**src/rtl/misr_pkg.sv**
```systemverilog
// Shared types, defaults and the compression step for the MISR peripheral.
package misr_pkg;

    localparam int unsigned MISR_N_CH = 2;
    localparam int unsigned MISR_W    = 32;
    localparam int unsigned MISR_CNT_W = 32;

    localparam logic [MISR_W-1:0] MISR_POLY_DEFAULT = 32'h04C1_1DB7;
    localparam logic [MISR_W-1:0] MISR_SEED_DEFAULT = 32'h0000_0000;

    // Packed so that {cnt, sig} lines up with the read-data word layout.
    typedef struct packed {
        logic [MISR_CNT_W-1:0] cnt;
        logic [MISR_W-1:0]     sig;
    } misr_state_t;

    function automatic logic [MISR_W-1:0] misr_step(
        input logic [MISR_W-1:0] sig,
        input logic [MISR_W-1:0] data,
        input logic [MISR_W-1:0] poly = MISR_POLY_DEFAULT
    );
        return {sig[MISR_W-2:0], 1'b0} ^ (sig[MISR_W-1] ? poly : '0) ^ data;
    endfunction

endpackage

```
**src/rtl/misr_channel.sv**
```systemverilog
// One signature register plus its saturating write counter.
module misr_channel
    import misr_pkg::*;
#(
    parameter logic [MISR_W-1:0] MISR_POLY = MISR_POLY_DEFAULT,
    parameter logic [MISR_W-1:0] MISR_SEED = MISR_SEED_DEFAULT
) (
    input  logic                  clk_i,
    input  logic                  rst_i,
    input  logic                  we_i,
    input  logic [MISR_W-1:0]     data_i,
    output logic [MISR_W-1:0]     sig_o,
    output logic [MISR_CNT_W-1:0] cnt_o
);

    misr_state_t state_q, state_d;

    always_comb begin
        state_d = state_q;
        if (we_i) begin
            state_d.sig = misr_step(state_q.sig, data_i, MISR_POLY);
            if (state_q.cnt != '1) begin
                state_d.cnt = state_q.cnt + 1'b1;
            end
        end
    end

    always_ff @(posedge clk_i or posedge rst_i) begin
        if (rst_i) begin
            state_q.sig <= MISR_SEED;
            state_q.cnt <= '0;
        end else begin
            state_q <= state_d;
        end
    end

    assign sig_o = state_q.sig;
    assign cnt_o = state_q.cnt;

endmodule

```
**src/rtl/misr_periph.sv**
```systemverilog
// Two-channel memory-mapped MISR: strobe legality check, write fan-out and registered read port.
module misr_periph
    import misr_pkg::*;
#(
    parameter int unsigned      NBIT_MISR_DATA = 32,
    parameter int unsigned      NBIT_MISR_ADDR = 64,
    parameter int unsigned      NBIT_AXI_WIDTH = 64,
    parameter logic [31:0]      MISR_POLY      = MISR_POLY_DEFAULT,
    parameter logic [31:0]      MISR_SEED      = MISR_SEED_DEFAULT
) (
    input  logic                      clk_i,
    input  logic                      rst_i,
    input  logic [1:0]                re_misr_i,
    input  logic [1:0]                we_misr_i,
    input  logic [NBIT_MISR_ADDR-1:0] addr_misr_i,
    input  logic [NBIT_MISR_DATA-1:0] data_misr_i,
    output logic [NBIT_AXI_WIDTH-1:0] rdata_o,
    output logic                      rvalid_o,
    output logic                      err_o
);

    logic [MISR_W-1:0]     sig   [MISR_N_CH];
    logic [MISR_CNT_W-1:0] cnt   [MISR_N_CH];
    logic                  illegal;
    logic [1:0]            we_ok;
    logic [1:0]            re_ok;
    logic                  unused_addr;

    logic [NBIT_AXI_WIDTH-1:0] rdata_q, rdata_d;
    logic                      rvalid_q, rvalid_d;
    logic                      err_q, err_d;

    assign unused_addr = ^addr_misr_i;

    assign illegal = (&re_misr_i) | (&we_misr_i) | ((|re_misr_i) & (|we_misr_i));
    assign we_ok   = illegal ? 2'b00 : we_misr_i;
    assign re_ok   = illegal ? 2'b00 : re_misr_i;

    misr_channel #(.MISR_POLY(MISR_POLY), .MISR_SEED(MISR_SEED)) u_ch0 (
        .clk_i  (clk_i),
        .rst_i  (rst_i),
        .we_i   (we_ok[0]),
        .data_i (data_misr_i),
        .sig_o  (sig[0]),
        .cnt_o  (cnt[0])
    );

    misr_channel #(.MISR_POLY(MISR_POLY), .MISR_SEED(MISR_SEED)) u_ch1 (
        .clk_i  (clk_i),
        .rst_i  (rst_i),
        .we_i   (we_ok[1]),
        .data_i (data_misr_i),
        .sig_o  (sig[1]),
        .cnt_o  (cnt[1])
    );

    // rdata holds its last value between legal reads.
    always_comb begin
        rdata_d  = rdata_q;
        rvalid_d = |re_ok;
        err_d    = illegal;
        if (re_ok[0]) begin
            rdata_d = {cnt[0], sig[0]};
        end else if (re_ok[1]) begin
            rdata_d = {cnt[1], sig[1]};
        end
    end

    always_ff @(posedge clk_i or posedge rst_i) begin
        if (rst_i) begin
            rdata_q  <= '0;
            rvalid_q <= 1'b0;
            err_q    <= 1'b0;
        end else begin
            rdata_q  <= rdata_d;
            rvalid_q <= rvalid_d;
            err_q    <= err_d;
        end
    end

    assign rdata_o  = rdata_q;
    assign rvalid_o = rvalid_q;
    assign err_o    = err_q;

endmodule
```
**config.mk**
```make
export PLATFORM = sky130hd
export DESIGN_NAME = misr_periph
export DESIGN_NICKNAME = d
export VERILOG_FILES = /design/src/rtl/misr_pkg.sv /design/src/rtl/misr_channel.sv /design/src/rtl/misr_periph.sv
export SDC_FILE = /design/constraint.sdc
export NUM_CORES = 1
export LEC_CHECK = 0
export CORE_MARGIN = 10
export CORE_UTILIZATION = 59
export CTS_BUF_LIST = sky130_fd_sc_hd__clkbuf_8
export CTS_CLUSTER_DIAMETER = 200
export DETAILED_ROUTE_END_ITERATION = 8
export GPL_TIMING_DRIVEN = 0
export PLACE_DENSITY_LB_ADDON = 0.2
export SLEW_MARGIN = 20
export SYNTH_ARGS = -nofsm -noshare
export SYNTH_HDL_FRONTEND = slang
export SYNTH_HIERARCHICAL = 1
export SYNTH_SLANG_ARGS = --single-unit
```
**constraint.sdc**
```tcl
create_clock -name clk_i -period 5.8 [get_ports clk_i]
set_input_delay 1.16 -clock clk_i [delete_from_list [all_inputs] [get_ports clk_i]]
set_output_delay 1.16 -clock clk_i [all_outputs]
set_load 0.005 [all_outputs]
```
; ---- Yosys cells after proc, flatten, opt, wreduce, memory -nomap -nowiden
; Index checks and enable logic that the tools add are counted.
[word_totals]
ff_bits = 194
inputBits = 102
word_cells = 32
[classes]
bitwise_logic = 7
add_sub_neg = 2
muxes = 6
eq_ne = 2
n_reduce_logical = 8
[op_table]
columns = operator, n
row1 = $mux W64, 2
row2 = $xor A32 B32 Y32, 4
row3 = $add A32 B1 Y32 const B, 2
row4 = $ne A32 B32 Y1 const B, 2
row5 = $mux W27, 2
row6 = $reduce_and A2 Y1, 4
row7 = $reduce_or A2 Y1, 3
row8 = $mux W2, 2
row9 = $or A1 B1 Y1, 2
row10 = $reduce_bool A2 Y1, 1
row11 = $and A1 B1 Y1, 1

; ---- Longest topological paths before layout
; Gate-level depths: netlist of the first run.
[logic_depth]
ltp_word = 6
depth_mapped = 7
depth_no_buf = 6

; ---- Modules after synthesis
; The synthesis of the first run kept the hierarchy.
[modules_own_cells]
columns = mod, area_per_inst_um2, cells_each, instances
row1 = misr_channel, 3083.0, 276, 2
row2 = misr_periph, 3145.5, 291, 1

; ---- Worst setup path after synthesis of the first run
; Ideal clock, no wire load.
[synth_timing]
path_type = input -> register
from = in re_misr_i[1]
to = reg, netlist name u_ch0/sig_o[13]
required_ps = 5663
path_slack_ps = 2683
path_stages = 5
setup_ps = 137
arrival_ps = 2980
path_buffers = 3
cell_sequence = nor4b_1 > clkbuf_1 > clkbuf_1 > clkbuf_1 > a21oi_1
[synth_via]
elab_chain_cells = 4
word_cells_on_any_way = 6
[synth_lines]
columns = element, line
row1 = "start, declared", misr_periph.sv:13  ; input logic [1:0] re_misr_i,
row2 = $reduce_and A2 Y1 or $reduce_or A2 Y1 (tied branches), misr_periph.sv:35  ; assign illegal = (&re_misr_i) | (&we_misr_i) | ((|re_misr_i) & (|we_misr_i));
row3 = $or A1 B1 Y1 or $and A1 B1 Y1 (tied branches), misr_periph.sv:35
row4 = $or A1 B1 Y1 *, misr_periph.sv:35
row5 = $mux W2 *, misr_periph.sv:36  ; assign we_ok = illegal ? 2'b00 : we_misr_i;
; Mark *: on every way between the ends. The rest lies on a longest branch, timed or not.
; A chain may end at the register's enable or synchronous reset.

; ---- Worst setup path after layout of the first run
[layout_timing]
from = in re_misr_i[1]
to = reg, netlist name u_ch1/sig_o[14]
[layout_via]
elab_chain_cells = 4
word_cells_on_any_way = 6
[layout_lines]
columns = element, line
row1 = $reduce_and A2 Y1 or $reduce_or A2 Y1 (tied branches), misr_periph.sv:35
row2 = $or A1 B1 Y1 or $and A1 B1 Y1 (tied branches), misr_periph.sv:35
row3 = $or A1 B1 Y1 *, misr_periph.sv:35
row4 = $mux W2 *, misr_periph.sv:36
row5 = named net we_ok[1], misr_periph.sv:25  ; logic [1:0] we_ok;
; Mark *: on every way through the listed nets, which the timed path passes. The rest lies on a longest branch.

==> run_results.csv, run 1 <==
group,metric,value,unit
outcome,status,"finished, final reports clean",
clock_network,clock-root-buffer,"clkbuf_8",
drt,drt_pre_antenna_iters,5,
drt,vias_per_cell,5.70,
placement,place.gp.congestion,0.869,
clock_network,post_cts_buffers,0,
sta,fmax,0.247,GHz
yosys,yosysSeqAreaShare,52.1,%
yosys,synth_nets,947,
critical_path,path_cells,"clkdlybuf4s50_1 -> nor4b_2 -> clkbuf_1 -> clkbuf_1 -> clkbuf_1 -> a21oi_1",
job,drv_cap,0,
clock_network,htreeDepth,4,
clock_network,insertion_delay,0.47,ns
sta,finalMaxSlewViolations,0,
pwr,leakage,5.12,nW
critical_path,cp_common_cell,"clkbuf_1",
drt,wire_per_inst,18.7,µm
clock_network,cts_max_path_buffers,2,
critical_path,cp_num_buf_inv,4,
sta,setup_violations,0,
clock_network,cts_tree,"yes",
cells_and_area,nets,1072,
grt,grt_use_total,21.4,%
grt,grt_max_degree,40,
critical_path,cp-start-kind,"primary input",
floorplan,num_rows,45,
drt,wl,22300,µm
worst_hold_path,hold_class,"register to register",
sta,clock_skew,0.0106,ns
critical_path,path_max_fanout,10,
floorplan,die_h,146,µm
grt,antenna_found_initial,0,
pwr,finalPower,0.00416,W
cells_and_area,fin_cells,1192,
pwr,pwr_density_cell,376,nW/µm²
critical_path,worst-setup-path-type,"primary input to register",
grt,grt_pass1_vias,7091,
placement,dpl_cell_area,10700,µm²
cells_and_area,final_core_util,72.2,%
yosys,synth_top_area_cell,"dfrtp_1",
floorplan,die_width,146,µm
placement,io_buffers,103,
critical_path,crit_family,"buffers and inverters",
clock_network,cts.clk_slew.worst_paths,0.09,ns
yosys,ys_types,40,
clock_network,cts_sinks,194,
pwr,ir_drop,0.000179,V
drt,drtIter0Drc,436,
cells_and_area,design_area,11100,µm²
yosys,synth_seq_cells,194,
clock_network,holdBufCountCts,0,
cells_and_area,drive_above_1_share,9.58,%
drt,ant_nets,0,
critical_path,crit_required,6.12,ns
cells_and_area,area_growth,18.8,%
yosys,synth_area_leaders,"dfrtp_1, xnor2_1, mux2i_1",
yosys,syn_inst,843,
sta,fin_crit,4.05,ns
sta,tns,0,ns
grt,globalRouteOverflowTotal,0,
floorplan,coreArea,15300,µm²
floorplan,top_level_ports,168,
sta,tightestPinTransition,0.848,ns
sta,rsz0062_at_grt,"no",
placement,place_hpwl,16000,µm
floorplan,dieArea,21200,µm²
cells_and_area,fillerInstances,1158,
sta,fin_crit_sh,69.8,%
grt,grt_pass1_wl,37200,µm
cells_and_area,antenna_cells,0,
critical_path,cp_slowest_stage_delay,0.80,ns
clock_network,post_cts_resized,0,
drt,vias,6794,
placement,place_inst,1160,
drt,post-route-drc-count,0,
clock_network,cts-buffers-inserted,17,
critical_path,cp-end-kind,"register",
sta,relSlewSlack,43.3,%
yosys,netlist.area_leader.share,52.1,%
floorplan,start_util,60.8,%
yosys,yosys_warnings,6,
sta,hold_viol,0,
critical_path,crit_slowest_cell,"nor4b_2",
yosys,synth_area,9310,µm²
critical_path,cp.arrival,4.37,ns
yosys,syn-mean-instance-area,11.0,µm²
final cells by class:
| type | instances | area [µm²] | area share (%) |
|---|---|---|---|
| well taps | 211 | 264 | 2.39 |
| clock buffers | 18 | 248 | 2.24 |
| inverters | 77 | 297 | 2.68 |
| clock inverters | 14 | 125 | 1.13 |
| multi-input cells | 531 | 3960 | 35.8 |
| flip-flops and latches | 194 | 4850 | 43.9 |
| repair buffers | 106 | 1090 | 9.87 |
| plain buffers | 41 | 220 | 1.99 |
sequential cells by signal, indices dropped and copies added, names as in the netlist:
register,count
err_o,1
rdata_o,64
rvalid_o,1
u_ch0/cnt_o,32
u_ch0/sig_o,32
u_ch1/cnt_o,32
u_ch1/sig_o,32
cell usage after synthesis, drive strengths merged:
master and count:
dfrtp 194, xnor2 124, inv 77, mux2i 64
o22ai 64, nor2 46, a21oi 43, mux2 28
nand2 24, xor2 22, buf 21, clkbuf 20
nand3 20, nand4 18, nor3 18, and3 16
and4 8, nor4 6, or4 4, o21ai 3
and4b 2, ha 2, nor2b 2, nor4b 2
o211a 2, o211ai 2, o21a 2, o31a 2
o31ai 2, or3 2, or4b 2, maj3 1
cells in the final DEF (no fill, tap or decap), types with 4 or more instances in the layout:
cell             Yosys  final
a21oi_1             43     43
o22ai_1             64     64
and3_1              16     16
nor2_1              46     46
nand3_1             20     20
xnor2_1            124    124
clkinv_2             0      4
clkbuf_1            20     20
buf_2               14     14
inv_1               76     77
and4_1               8      8
xor2_1              22     22
clkbuf_8             0     18
nor4_1               6      6
mux2_2              26     26
clkdlybuf4s50_1      0    103
clkinvlp_4           0      4
nand2_1             24     24
nand4_1             16     16
dfrtp_1            194    194
nor3_1              18     18
mux2i_1             64     64
buf_6                6      6
per-layer routing:
metal	part of all wire, %	wire (µm)	vias up	GRT usage (%)
li1	-	-	3135	-
met1	43	9530	3438	27.5
met2	50	11100	200	35.4
met3	5.8	1290	21	4.84
met4	1.5	328	0	6.67
met5	0	0	-	0
final timing paths:
| check | start | endpoint | slack (ns) | cells past startpoint |
|---|---|---|---|---|
| worst max-delay path | re_misr_i[1] | u_ch1/sig_o[14] | 1.75 | 6 |
| worst min-delay path | u_ch1/cnt_o[23] | u_ch1/cnt_o[23] | 0.49 | 1 |
| worst max register to register | u_ch1/cnt_o[0] | u_ch1/cnt_o[30] | 3.50 | 6 |
| worst min register to register | u_ch1/cnt_o[23] | u_ch1/cnt_o[23] | 0.49 | 1 |
| max in group asynchronous | rst_i | u_ch1/cnt_o[31] | 4.01 | 3 |
| min in group asynchronous | rst_i | u_ch0/sig_o[14] | 1.20 | 2 |
power by group:
part / internal, W / leakage, nW / switching (W)
Combinational: 0.000765 / 2.52 / 0.000529
Clock: 0.000385 / 0.195 / 0.000466
Sequential: 0.00172 / 2.40 / 0.000304
Total: 0.00287 / 5.12 / 0.00130
through the flow:
| step | setup WS [ns] | hold slack (ns) |
|---|---|---|
| 4_1_cts | 1.67 | 0.495 |
| 5_1_grt | 1.67 | 0.520 |
| 3_3_place_gp | 1.03 | 0.478 |
| 6_report | 1.75 | 0.490 |
| 3_5_place_dp | 1.17 | 0.482 |
| 2_1_floorplan | 2.68 | 0.456 |
kinds of logic after synthesis:
kind of cell / share of synthesized area (%)
mux: 10.3
xor+xnor: 13.7
flops: 52.1
buf+inv: 5.47
compound gates: 8.00
simple gates: 9.94
fa+ha+maj: 0.376
Power figures use the tool's default switching activity.
==> run 2: changes to the inputs <==
- CORE_UTILIZATION: 59 -> 55
- clock period: 5.8 -> 4 ns (I/O delays scaled with it)
==> run 2 against run 1 <==
Critical path depth stayed put; highest routed layer unchanged; critical path type unchanged; sequential cell count did not move; total power up 48%; largest cell class unchanged; die area rose by 6.3%; wire length is 1.5% higher; worst hold slack gained 0.0071 ns; design area rose by 0.49%; sequential share of layout area decreased by 0.21 points; critical endpoint is now u_ch0/sig_o[15].
==> run_results.csv, run 2 (same netlist as run 1, synthesis figures left out) <==
group,metric,value,unit
clock_network,cts_max_path_buffers,2,
placement,place.gp.congestion,0.852,
pwr,sequentialPowerShare,47.4,%
clock_network,htreeDepth,4,
pwr,intPower,0.00427,W
drt,wire_per_inst,18.8,µm
clock_network,post_cts_resized,0,
sta,finalMaxSlewViolations,0,
pwr,switching_share,30.9,%
sta,hold_viol,0,
drt,vias_per_cell,5.57,
pwr,leakage,5.13,nW
cells_and_area,largest_reg_flops,64,
drt,wl,22600,µm
floorplan,top_level_ports,168,
critical_path,path_cells,"clkdlybuf4s50_1 -> nor4b_1 -> clkbuf_1 -> clkbuf_1 -> clkbuf_1 -> a21oi_1",
floorplan,coreArea,16600,µm²
sta,fin_crit,3.76,ns
placement,place_hpwl,16100,µm
critical_path,crit_family,"buffers and inverters",
sta,relSlewSlack,27.4,%
cells_and_area,nets,1072,
drt,drtIter0Drc,523,
sta,fmax,0.266,GHz
grt,grt_pass1_wl,36300,µm
worst_hold_path,holdCritStartpoint,"u_ch1/cnt_o[23]",
cells_and_area,drive_above_1_share,9.70,%
worst_hold_path,hold_class,"register to register",
floorplan,start_util,56.1,%
grt,grt_use_total,20.4,%
clock_network,insertion_delay,0.48,ns
critical_path,crit_required,4.33,ns
cells_and_area,area_growth,19.4,%
cells_and_area,mostFrequentLayoutCells,"dfrtp_1, xnor2_1, clkdlybuf4s50_1, inv_1",
grt,grt_pass1_vias,6818,
pwr,ir_drop,0.000267,V
clock_network,clock-root-buffer,"clkbuf_8",
critical_path,rr_startpoint,"u_ch1/cnt_o[0]",
floorplan,die_width,150,µm
critical_path,crit_slowest_cell,"nor4b_1",
sta,tns,0,ns
cells_and_area,design_area,11100,µm²
clock_network,cts-buffers-inserted,17,
pwr,finalPower,0.00618,W
cells_and_area,fin_cells,1200,
drt,ant_nets,0,
grt,met2_usage,33.9,%
sta,rsz0062_at_grt,"no",
drt,post-route-drc-count,0,
clock_network,cts_sinks,194,
pwr,power_frac_comb,30.3,%
critical_path,cp_slowest_stage_delay,0.90,ns
critical_path,cp.arrival,4.09,ns
critical_path,worst-setup-path-type,"primary input to register",
placement,io_buffers,103,
placement,dpl_cell_area,10700,µm²
cells_and_area,fillerInstances,1325,
critical_path,cp-start-kind,"primary input",
grt,globalRouteOverflowTotal,0,
grt,grt_max_degree,39,
clock_network,cts.clk_slew.worst_paths,0.09,ns
grt,antenna_found_initial,1,
floorplan,die_h,150,µm
grt,top_usage_layer,"met2",
clock_network,post_cts_buffers,0,
critical_path,path_max_fanout,10,
grt,grt_use_met1,26.3,%
grt,gr-usage-met3,4.05,%
drt,drt_pre_antenna_iters,5,
outcome,status,"finished, final reports clean",
sta,setup_violations,0,
clock_network,cts_tree,"yes",
pwr,net-switching-power,0.00191,W
clock_network,holdBufCountCts,0,
sta,worst_hold_slack,0.497,ns
pwr,pwr-share-clk,22.3,%
cells_and_area,final_common_cell,"dfrtp_1",
floorplan,num_rows,47,
floorplan,dieArea,22500,µm²
sta,clock_skew,0.0157,ns
drt,vias,6680,
sta,fin_crit_sh,93.9,%
critical_path,cp_common_cell,"clkbuf_1",
job,drv_cap,0,
placement,place_inst,1169,
critical_path,cp-end-kind,"register",
sta,tightestPinTransition,1.07,ns
critical_path,crit_start,"we_misr_i[0]",
pwr,pwr_density_cell,556,nW/µm²
critical_path,cp_num_buf_inv,4,
[run 2: per-stage QoR]
stage	setup slack, ns	utilization [%]
detailed placement	-0.211	64.5
finish	0.244	67.0
global route	0.0549	67.0
CTS	0.309	67.0
floorplan	1.24	-
global placement	-0.460	64.0
[run 2: area by class of cell]
cell class / count / area [µm²] / share of cell area, %
inverter: 77 / 297 / 2.67
timing repair buffer: 106 / 1090 / 9.82
sequential: 194 / 4850 / 43.7
tap: 220 / 275 / 2.48
buffer: 41 / 220 / 1.98
antenna: 1 / 2.50 / 0.0225
clock buffer: 17 / 234 / 2.11
clock inverter: 13 / 185 / 1.67
multi-input combinational: 531 / 3950 / 35.6
[run 2: layer usage]
metal,part of all wire [%],vias up,wire length [µm]
met5,0,-,0
met2,50,165,11200
met1,44,3345,9970
li1,-,3144,-
met3,4.7,26,1060
met4,1.5,0,348
[run 2: final timing paths]
| check | end | slack, ns | depth (start not counted) |
|---|---|---|---|
| min in group asynchronous | u_ch0/cnt_o[25] | 0.84 | 2 |
| worst min register to register | u_ch1/cnt_o[23] | 0.50 | 1 |
| worst min-delay path | u_ch1/cnt_o[23] | 0.50 | 1 |
| worst max register to register | u_ch1/cnt_o[1] | 1.63 | 5 |
| max in group asynchronous | rdata_o[49] | 2.55 | 3 |
| worst max-delay path | u_ch0/sig_o[15] | 0.24 | 6 |
[run 2: power by group through the flow]
stage / Sequential, W / Clock (W) / Combinational [W]
2_1_floorplan: 0.00290 / 0 / 0.00112
3_3_place_gp: 0.00295 / 0 / 0.00182
3_5_place_dp: 0.00297 / 0 / 0.00188
4_1_cts: 0.00293 / 0.00140 / 0.00189
5_1_grt: 0.00301 / 0.00148 / 0.00204
6_report: 0.00293 / 0.00138 / 0.00187
==> edit 1, RTL diff (flow settings as in run 2) <==
Reset style: synchronous (`rst_i`), changed in 2 clocked blocks.
--- a/src/rtl/misr_channel.sv
+++ b/src/rtl/misr_channel.sv
@@ -26,5 +26,5 @@
     end
 
-    always_ff @(posedge clk_i or posedge rst_i) begin
+    always_ff @(posedge clk_i) begin
         if (rst_i) begin
             state_q.sig <= MISR_SEED;
--- a/src/rtl/misr_periph.sv
+++ b/src/rtl/misr_periph.sv
@@ -67,5 +67,5 @@
     end
 
-    always_ff @(posedge clk_i or posedge rst_i) begin
+    always_ff @(posedge clk_i) begin
         if (rst_i) begin
             rdata_q  <= '0;
Check against the original RTL: differs if rst_i is asserted again (counterexample within 4 cycles, from zero or initial values and one cycle with rst_i high); with rst_i held inactive, the same outputs for 4 cycles.
==> edit 1 against run 2 <==
- wire length is 17% higher
- cell area rose by 2.2%
- sequential cell count stayed put
- synthesized area grew 2.7%
- first-iteration DRC count is 36% higher
- sequential share of layout area decreased by 9.5 points
- via count is 25% higher
- worst setup slack improved by 340 ps
- count of clock-buffer cells in the layout up 3
- critical path depth is 1 higher
- worst hold slack improved by 17 ps
Power is not compared: it rests on default switching activity, and its combinational part moved more than twofold at a synthesized area within 25%.
==> edit 1: results (changes against run 2) <==
Status:
- The flow ran to the end, and the final reports show no timing, DRC or antenna violations.

Detailed routing:
- The total number of vias was 8333 (+25%).
- The met1 wire length is 12100 um (+22%).
- The detailed router's first-iteration violation count came to 713 (+36%).
- The routed wire length on met2 is 11800 um (+5.2%).

Logic synthesis:
- The xor-xnor portion of the synthesized cell area is 10.2% (-3.6 points).
- The fraction of registers with async set or reset after synthesis is 0% (-100 points).
- The synthesized net count is 1104 (+17%).
- Sorting the synthesized cells by area gives the leading types as sky130_fd_sc_hd__dfxtp_1 41%, sky130_fd_sc_hd__xnor2_1 8.8%, sky130_fd_sc_hd__a211oi_2 6.5%.
- The post-synthesis compound-gate area fraction came to 26.6% (+19 points).

Global route:
- The number of antenna violations at the first check in global routing was 0 (-1).
- The maximum number of pins on one net before global-route repair came to 17 (-56%).
- The global routing usage on met2 is 34.0% (+0.095 points).
- The wire length of the first global-routing pass is 42700 um (+17%).

Worst setup path:
- The worst register-to-register path begins at u_ch0/cnt_o[4].
- The highest net fanout along the worst path is 9 (-1).
- The register-to-register setup slack is 1780 ps (+150 ps).
- Among cell families on the critical path, the largest total delay comes from simple AND/OR/NAND/NOR gates.
- The maximum cell stage delay along the critical path is 840 ps (-60 ps).
- The arrival time reported for the critical path endpoint was 3820 ps (-270 ps).

Placed design:
- The placement-stage cell area is 10900 um^2 (+1.7%).
- The total half-perimeter wirelength after legalization and detailed placement is 18900 um (+18%).
- The routability congestion estimate from global placement is 0.888 (+4.2%).

STA:
- The slew of the pin with the lowest slew margin is 930 ps (-144 ps).
- The post-route worst hold slack is 514 ps (+17.3 ps).
- The final critical-path setup slack is 583 ps (+339 ps).

Cells and area:
- The number of nets in the layout is 1226 (+14%).
- The layout cell share with drive strength beyond 1 is 16.8% (+7.1 points).
edit 1: worst max path at each step:
stage,to,cells past startpoint,startpoint
finish,u_ch1/cnt_o[31],7,re_misr_i[0]
detailed placement,u_ch1/cnt_o[31],7,re_misr_i[0]
global route,u_ch1/cnt_o[31],7,re_misr_i[0]
global placement,u_ch0/cnt_o[31],7,re_misr_i[0]
floorplan,u_ch0/cnt_o[31],6,re_misr_i[1]
CTS,u_ch1/cnt_o[31],7,re_misr_i[0]
edit 1: through the flow:
stage               util (%)  std cells  total power, W
floorplan                  -       1000         0.00244
finish                  66.1       1360         0.00412
CTS                     66.1       1360         0.00414
global route            66.1       1360         0.00427
global placement        63.3       1328         0.00266
detailed placement      63.3       1328         0.00266
edit 1: final cells by class:
type / count / area, um^2
Timing Repair Buffer: 103 / 1030
Inverter: 2 / 7.51
Clock inverter: 12 / 200
Clock buffer: 20 / 275
Multi-Input combinational cell: 728 / 5250
Sequential cell: 194 / 3880
Fill cell: 1469 / 5820
Buffer: 76 / 425
Tap cell: 225 / 282
==> edit 2, RTL diff (config.mk and constraints of run 2) <==
Without the edit above. Add an input register stage for `re_misr_i`, `we_misr_i`, `addr_misr_i` and `data_misr_i`, cleared by the reset; this delays them by one clock.
--- a/src/rtl/misr_periph.sv
+++ b/src/rtl/misr_periph.sv
@@ -20,4 +20,23 @@
 );
 
+    logic [1:0] re_misr_q;
+    logic [1:0] we_misr_q;
+    logic [NBIT_MISR_ADDR-1:0] addr_misr_q;
+    logic [NBIT_MISR_DATA-1:0] data_misr_q;
+
+    always_ff @(posedge clk_i or posedge rst_i) begin
+        if (rst_i) begin
+            re_misr_q   <= '0;
+            we_misr_q   <= '0;
+            addr_misr_q <= '0;
+            data_misr_q <= '0;
+        end else begin
+            re_misr_q   <= re_misr_i;
+            we_misr_q   <= we_misr_i;
+            addr_misr_q <= addr_misr_i;
+            data_misr_q <= data_misr_i;
+        end
+    end
+
     logic [MISR_W-1:0]     sig   [MISR_N_CH];
     logic [MISR_CNT_W-1:0] cnt   [MISR_N_CH];
@@ -31,9 +50,9 @@
     logic                      err_q, err_d;
 
-    assign unused_addr = ^addr_misr_i;
+    assign unused_addr = ^addr_misr_q;
 
-    assign illegal = (&re_misr_i) | (&we_misr_i) | ((|re_misr_i) & (|we_misr_i));
-    assign we_ok   = illegal ? 2'b00 : we_misr_i;
-    assign re_ok   = illegal ? 2'b00 : re_misr_i;
+    assign illegal = (&re_misr_q) | (&we_misr_q) | ((|re_misr_q) & (|we_misr_q));
+    assign we_ok   = illegal ? 2'b00 : we_misr_q;
+    assign re_ok   = illegal ? 2'b00 : re_misr_q;
 
     misr_channel #(.MISR_POLY(MISR_POLY), .MISR_SEED(MISR_SEED)) u_ch0 (
@@ -41,5 +60,5 @@
         .rst_i  (rst_i),
         .we_i   (we_ok[0]),
-        .data_i (data_misr_i),
+        .data_i (data_misr_q),
         .sig_o  (sig[0]),
         .cnt_o  (cnt[0])
@@ -50,5 +69,5 @@
         .rst_i  (rst_i),
         .we_i   (we_ok[1]),
-        .data_i (data_misr_i),
+        .data_i (data_misr_q),
         .sig_o  (sig[1]),
         .cnt_o  (cnt[1])
Check against the original RTL: not equivalent (Yosys sat finds a counterexample within 4 cycles, from zero or initial values and one cycle with rst_i high).
==> edit 2 against run 2 <==
- cell area is 10% higher
- first-iteration DRC count is 7.3% lower
- sequential cell count is 36 higher
- via count is 13% higher
- cell count is 7.8% higher
- sequential share of layout area is 3.4 points higher
- worst setup slack better by 470 ps
- wire length is 12% higher
- clock skew is 23 ps higher
- total power is 12% higher
- non-clock buffer count is 13 higher
- synthesized area is 7.8% higher
==> edit 2: results (changes against run 2) <==
STA:
- The worst slew margin relative to its limit is 40.1% (+13 points).
- The clock skew is 38.5 ps (+22.8 ps).

Power and ir drop:
- The clock power share is 30.0% (+7.7 points).
- The reported net switching power came to 0.00206 W (+7.7%).
- The worst vdd rail ir drop was 377 uV (+41%).

Placed design:
- The routability congestion estimate from global placement is 0.845 (-0.90%).
- The placed cell count is 1226 (+4.9%).
- The total half-perimeter wirelength after legalization and detailed placement is 17300 um (+7.4%).

Detailed routing:
- The detailed router's first-iteration violation count is 485 (-7.3%).
- The average detailed-routed wire length per instance is 19.5 um (+3.6%).

Logic synthesis:
- The synthesized net count is 995 (+5.1%).
- By count the netlist is led by 230 x sky130_fd_sc_hd__dfrtp_1, 125 x sky130_fd_sc_hd__xnor2_1, 79 x sky130_fd_sc_hd__o21ai_0.
- The number of instances in the synthesized netlist is 891 (+5.7%).

Cells and area:
- The number of fill cells is 1355 (+2.3%).
- The number of nets in the layout is 1142 (+6.5%).
- The number of inserted diodes is 0 (-1).

Clock network:
- The maximum buffer depth of the clock tree is 3 (+1).
- The total CTS buffers was 39 (+22).
- The number of levels in the clock H-tree came to 2 (-2).
- The clock-pin slew of the registers on the worst-case setup and hold paths is 60 ps (-30 ps).

Global route:
- The via count of the first global-routing pass is 7763 (+14%).
- The maximum number of pins on one net before global-route repair is 60 (+54%).
- The wire length of the first global-routing pass was 41400 um (+14%).

Worst setup path:
- The register-to-register setup slack is 710 ps (-920 ps).
- In this run the critical register-to-register path is launched from re_misr_q[0].

Status:
- The run finished with clean final reports.
[edit 2: cell types whose count changed after synthesis, moves of 13 or more]
cell                       change
sky130_fd_sc_hd__clkbuf_1     +13
sky130_fd_sc_hd__dfrtp_1      +36
sky130_fd_sc_hd__inv_1        -64
sky130_fd_sc_hd__mux2i_1      -64
sky130_fd_sc_hd__o21ai_0      +77
sky130_fd_sc_hd__o21ai_1      +51
[edit 2: how the worst min path moves through the flow]
stage | from | to | depth (start not counted)
2_1_floorplan | u_ch0/cnt_o[26] | u_ch0/cnt_o[26] | 1
3_3_place_gp | u_ch1/cnt_o[26] | u_ch1/cnt_o[26] | 1
3_5_place_dp | u_ch1/cnt_o[26] | u_ch1/cnt_o[26] | 1
4_1_cts | u_ch1/cnt_o[26] | u_ch1/cnt_o[26] | 1
5_1_grt | u_ch1/cnt_o[26] | u_ch1/cnt_o[26] | 1
6_report | u_ch1/cnt_o[26] | u_ch1/cnt_o[26] | 1
[edit 2: layout make-up]
type | instances | area [um^2] | share of cell area, %
buffer | 54 | 274 | 2.24
clock buffer | 48 | 661 | 5.41
clock inverter | 19 | 111 | 0.911
inverter | 13 | 58.8 | 0.481
multi-input combinational | 594 | 3970 | 32.5
sequential | 230 | 5760 | 47.1
tap | 229 | 287 | 2.34
timing repair buffer | 106 | 1110 | 9.05
[edit 2: kinds of logic (layout without fill, tap and decap cells)]
group / after synthesis / count (layout) / share of synthesized area (%)
AO/OA/AOI/OAI: 247 / 247 / 13.8
adder cells (fa/ha/maj): 3 / 3 / 0.349
AND/OR/NAND/NOR: 169 / 169 / 9.28
buffers and inverters: 67 / 240 / 3.22
XOR/XNOR: 147 / 147 / 12.8
multiplexers: 28 / 28 / 3.22
flip-flops: 230 / 230 / 57.4
[edit 2: critical path, cell delays in order (launching register included)]
cell and delay (ps):
sky130_fd_sc_hd__dfrtp_1 470, sky130_fd_sc_hd__nor4b_2 760, sky130_fd_sc_hd__clkbuf_1 600, sky130_fd_sc_hd__clkbuf_1 590, sky130_fd_sc_hd__clkbuf_1 570, sky130_fd_sc_hd__a21oi_1 150
[edit 2: stage by stage]
stage	hold WS (ps)	power, W	setup WS (ps)	cell area (um^2)	utilization, %
floorplan	456	0.00421	525	10000	-
global placement	476	0.00481	-1090	11400	63.2
detailed placement	472	0.00489	817	11400	63.7
CTS	483	0.00697	842	12200	68.0
global route	502	0.00733	664	12200	68.0
finish	484	0.00695	710	12200	68.0
[edit 2: layer usage]
layer	part of all wire, %	track usage [%]	routed length [um]	up-vias
met5	0	0	0	-
met4	2.1	7.02	523	0
met3	6.5	5.07	1640	41
met2	46	31.8	11700	225
met1	45	29.0	11400	3804
li1	-	-	-	3467
